File: config.mk
export PLATFORM = sky130hd
export DESIGN_NAME = cc_ben_stack
export DESIGN_NICKNAME = d
export VERILOG_FILES = /design/src/rtl/cc_ben_stack.sv
export SDC_FILE = /design/constraint.sdc
export NUM_CORES = 1
export LEC_CHECK = 0
export BUFFER_PORTS_ARGS = -buffer_cell sky130_fd_sc_hd__buf_2
export CAP_MARGIN = 30
export CELL_PAD_IN_SITES_DETAIL_PLACEMENT = 1
export CELL_PAD_IN_SITES_GLOBAL_PLACEMENT = 2
export CORE_UTILIZATION = 30
export DETAILED_ROUTE_END_ITERATION = 10
export GPL_ROUTABILITY_DRIVEN = 1
export PLACE_DENSITY = 0.76
export SETUP_SLACK_MARGIN = 0.4
export SYNTH_ARGS = -nofsm -noshare
export SYNTH_HDL_FRONTEND = slang
export SYNTH_SLANG_ARGS = --single-unit
File: constraint.sdc
create_clock -name Clk -period 2.6 [get_ports Clk]
set_clock_uncertainty 0.2 [all_clocks]
set_input_delay 0.39 -clock Clk [delete_from_list [all_inputs] [get_ports Clk]]
set_output_delay 0.39 -clock Clk [all_outputs]
set_load 0.02 [all_outputs]
File: src/rtl/cc_ben_stack.sv
// SLC-3 condition codes, branch enable and a LIFO of saved CC values.
// Optional taken-branch counter is built when BRANCH_STATS_EN is defined.
module cc_ben_stack #(
    parameter int WIDTH = 16,
    parameter int DEPTH = 4,
    parameter int CNT_W = 16
) (
    input  logic                       Clk,
    input  logic                       Reset,
    input  logic                       LD_CC,
    input  logic                       LD_BEN,
    input  logic [WIDTH-1:0]           BUS_val,
    input  logic [2:0]                 IR_nzp,
    input  logic                       CC_push,
    input  logic                       CC_pop,
    output logic                       BEN_val,
    output logic [2:0]                 CC_out,
    output logic [$clog2(DEPTH+1)-1:0] stack_count,
    output logic                       stack_full,
    output logic                       stack_empty,
    output logic                       stack_err
`ifdef BRANCH_STATS_EN
    ,
    output logic [CNT_W-1:0]           taken_cnt
`endif
);

    localparam int CW = $clog2(DEPTH+1);
    localparam int IW = (DEPTH > 1) ? $clog2(DEPTH) : 1;

    if (DEPTH < 1) begin : g_bad_depth
        $error("cc_ben_stack: DEPTH must be >= 1");
    end
    if (CNT_W < 1) begin : g_bad_cnt_w
        $error("cc_ben_stack: CNT_W must be >= 1");
    end

    logic [2:0]    cc_q;
    logic [2:0]    nzp_dec;
    logic [CW-1:0] cnt_q;
    logic [2:0]    stk [DEPTH];
    logic [IW-1:0] wr_idx;
    logic [IW-1:0] rd_idx;
    logic          push_ok;
    logic          pop_ok;
    logic          err_set;
    logic          ben_calc;

    always_comb begin
        nzp_dec = 3'b001;
        unique case (1'b1)
            (BUS_val == '0):     nzp_dec = 3'b010;
            BUS_val[WIDTH-1]:    nzp_dec = 3'b100;
            default:             nzp_dec = 3'b001;
        endcase
    end

    assign stack_full  = (cnt_q == CW'(DEPTH));
    assign stack_empty = (cnt_q == '0);

    // Simultaneous push and pop is treated as a protocol error, not a swap.
    assign push_ok = CC_push & ~CC_pop & ~stack_full;
    assign pop_ok  = CC_pop & ~CC_push & ~stack_empty;
    assign err_set = (CC_push & CC_pop)
                   | (CC_push & ~CC_pop & stack_full)
                   | (CC_pop & ~CC_push & stack_empty);

    assign wr_idx   = IW'(cnt_q);
    assign rd_idx   = IW'(cnt_q - CW'(1));
    assign ben_calc = |(IR_nzp & cc_q);

    always_ff @(posedge Clk) begin
        if (Reset) begin
            cc_q <= 3'b010;
        end else if (pop_ok) begin
            cc_q <= stk[rd_idx];
        end else if (LD_CC) begin
            cc_q <= nzp_dec;
        end
    end

    always_ff @(posedge Clk) begin
        if (Reset) begin
            BEN_val <= 1'b0;
        end else if (LD_BEN) begin
            BEN_val <= ben_calc;
        end
    end

    always_ff @(posedge Clk) begin
        if (Reset) begin
            cnt_q <= '0;
        end else if (push_ok) begin
            cnt_q <= cnt_q + CW'(1);
        end else if (pop_ok) begin
            cnt_q <= cnt_q - CW'(1);
        end
    end

    // Stack storage needs no reset; only entries below the count are read.
    always_ff @(posedge Clk) begin
        if (!Reset && push_ok) begin
            stk[wr_idx] <= cc_q;
        end
    end

    always_ff @(posedge Clk) begin
        if (Reset) begin
            stack_err <= 1'b0;
        end else if (err_set) begin
            stack_err <= 1'b1;
        end
    end

`ifdef BRANCH_STATS_EN
    always_ff @(posedge Clk) begin
        if (Reset) begin
            taken_cnt <= '0;
        end else if (LD_BEN && ben_calc && !(&taken_cnt)) begin
            taken_cnt <= taken_cnt + CNT_W'(1);
        end
    end
`endif

    assign CC_out      = cc_q;
    assign stack_count = cnt_q;

endmodule
==> results.sh <==
export IMPL_first_pass_iters=4
export IMPL_nNetsFinal=148
export IMPL_place_gp_congestion=0.7254
export IMPL_crit_fanout=5
export IMPL_rr_endpoint="CC_out[0]"
export IMPL_swShare=0.2671
export IMPL_grt_max_degree=13
export IMPL_hp_class="input port to flip-flop"
export IMPL_powerDensity_nw_per_um2=631.8
export IMPL_report_final_slew_viol_count=0
export IMPL_grt_pass1_vias=801
export IMPL_ys_seq_area_frac=0.5293
export IMPL_clkTransAtPathRegs_ns=0.12
export IMPL_via_count=783
export IMPL_crit_type="flip-flop to output port"
export IMPL_power_frac_seq=0.469
export IMPL_irDropWorstVdd_mv=0.3027
export IMPL_diodes=0
export IMPL_rr_worst_depth=6
export IMPL_clk_path_buf_depth=2
export IMPL_power_mw=0.7921
export IMPL_coreArea_um2=3078
export IMPL_worstSetupEndpointType="output port"
export IMPL_grt_usage=0.1537
export IMPL_drtIter0Drc=4
export IMPL_wl_um=2444
export IMPL_whs_ns=0.05728
export IMPL_antenna_found_initial=0
export IMPL_dp_hpwl_um=1945
export IMPL_wl_per_cell_um=15.18
export IMPL_finalCriticalPeriod_ns=2.014
export IMPL_h_tree_depth=1
export IMPL_fmax_mhz=496.5
export IMPL_grt_pass1_wl_um=3795
export IMPL_cts_setup_buffers=0
export IMPL_synthCells=80
export IMPL_clk_latency_ns=0.30
export IMPL_maxCapViolCount=0
export IMPL_die_h_um=59.26
export IMPL_synth_async_sr_flop_share=0
export IMPL_start_kind="flip-flop"
export IMPL_synth_edf_count=12
export IMPL_fin_cells=161
export IMPL_finalSetupTns_ns=0
export IMPL_start_util=0.3195
export IMPL_syn_nets=110
export IMPL_crit_start="stack_count[1]"
export IMPL_synth_seq_cells=20
export IMPL_holdBufCountCts=0
export IMPL_cts_made_buffers=3
export IMPL_synth_area_um2=983.4
export IMPL_yosys_warnings=0
export IMPL_outcome="completed"
export IMPL_synth_cell_type_count=29
export IMPL_worst_slew_pin_slew_ns=0.3746
export IMPL_dpl_cell_area_um2=1201
export IMPL_num_rows=20
export IMPL_grt_overflow=0
export IMPL_cts_tree="done"
export IMPL_period_share=0.7747
export IMPL_finalSetupViolations=0
export IMPL_rsz0062_at_grt="no"
export IMPL_syn2layout_area_growth_pct=27.48
export IMPL_yosysMostFrequentCell="edfxtp_1"
export IMPL_ys_flop_type="edfxtp_1"
export IMPL_io_pins=35
export IMPL_drive_above_1_share=0.3846
export IMPL_drc=0
export IMPL_crit_path_end="stack_full"
export IMPL_syn_area_per_cell_um2=12.29
export IMPL_cts_root_buf="clkbuf_4"
export IMPL_critical_path_required_ns=2.01
export IMPL_synth_top_cell_area_share=0.3664
export IMPL_combPwrFrac=0.200
export IMPL_die_w_um=59.26
export IMPL_maxSlewHeadroom=0.7503
export IMPL_synth_area_top_cells="edfxtp_1, dfxtp_1, ha_1"
export IMPL_critPathArrivalTime_ns=1.42
export IMPL_clock_sinks=20
export IMPL_fp_dieArea_um2=3511
export IMPL_p_int_mw=0.5805
export IMPL_final_area_um2=1254
export IMPL_port_buffers=34
export IMPL_ff2ff_setup_slack_ns=0.59
export IMPL_synth_commonest_cells="edfxtp_1, dfxtp_1, nand3_1"
export IMPL_power_leakage_nw=0.5246
export IMPL_clkPwrFrac=0.331
export IMPL_synth_top_cell_by_area="edfxtp_1"
export IMPL_r2r_start="stack_count[1]"
export IMPL_finalHoldViolCount=0
export IMPL_switching_power_mw=0.2116
export IMPL_cts_resized=0
export IMPL_viasPerCell=4.863
export IMPL_ant_nets=0
export IMPL_dp_cells=157
-- layer usage --
| metal | track usage | wire [um] | up-vias |
|---|---|---|---|
| met5 | 0 | 0 | - |
| met4 | 0.08163 | 27 | 0 |
| met3 | 0.01310 | 36 | 2 |
| met2 | 0.2761 | 1316 | 10 |
| met1 | 0.1801 | 1063 | 393 |
| li1 | - | - | 378 |
-- cell usage in the layout, fill, tap and decap left out, drive strengths merged, types with 2 or more instances in the layout --
| cell type | netlist | layout |
|---|---|---|
| buf | 1 | 35 |
| nand3 | 6 | 6 |
| ha | 5 | 5 |
| a21oi | 5 | 5 |
| dfxtp | 8 | 8 |
| edfxtp | 12 | 12 |
| nor4 | 4 | 4 |
| clkbuf | 1 | 3 |
| nor2 | 4 | 4 |
| nand2 | 4 | 4 |
| a211oi | 2 | 2 |
| and2 | 4 | 4 |
| inv | 5 | 5 |
| mux2 | 2 | 2 |
| mux4 | 3 | 3 |
| a31oi | 2 | 2 |
| a21o | 2 | 2 |
-- cells by family after synthesis --
group | Yosys count | share of synthesized area
buf+inv | 7 | 0.03435
simple gates | 29 | 0.1756
fa+ha+maj | 5 | 0.06361
compound gates | 13 | 0.08777
flops | 20 | 0.5293
mux | 6 | 0.1094
-- flip-flops by register name, summed over array words and instances, names as in the netlist --
register	cells
BEN_val	1
stack_err	1
CC_out	3
stk	12
stack_count	3
-- critical path, cell delays in order, from the launching register on --
cell     delay, ns
dfxtp_1       0.42
inv_1         0.10
ha_1          0.26
nand2_1       0.13
inv_1         0.05
buf_2         0.15
-- area by class of cell --
type                            instances  area (um^2)
Inverter                                5        18.77
Tap cell                               44        55.05
Timing Repair Buffer                   35        177.7
Fill cell                             362         1824
Clock inverter                          1        30.03
Multi-Input combinational cell         53        429.2
Clock buffer                            3        22.52
Sequential cell                        20        520.5
-- worst min path at each step --
stage               cells past startpoint  slack, ns      start         to
floorplan                               1       0.29     LD_BEN    BEN_val
global placement                        2       0.27  stack_err  stack_err
detailed placement                      2       0.28  stack_err  stack_err
CTS                                     2       0.04     LD_BEN    BEN_val
global route                            2       0.03     LD_BEN    BEN_val
finish                                  2       0.06     LD_BEN    BEN_val
-- per-stage QoR --
stage | utilization | setup slack, ns
2_1_floorplan | - | 0.5615
3_3_place_gp | 0.3902 | 0.7041
3_5_place_dp | 0.3902 | 0.5982
4_1_cts | 0.4073 | 0.5534
5_1_grt | 0.4073 | 0.4791
6_report | 0.4073 | 0.5858
-- power by group through the flow --
| stage | Clock (mW) | Sequential [mW] | Combinational (mW) |
|---|---|---|---|
| finish | 0.262 | 0.372 | 0.159 |
| global route | 0.280 | 0.375 | 0.173 |
| CTS | 0.265 | 0.373 | 0.160 |
| detailed placement | 0 | 0.380 | 0.160 |
| global placement | 0 | 0.379 | 0.157 |
| floorplan | 0 | 0.390 | 0.0881 |
No activity file was read; power rests on OpenSTA's default activity.
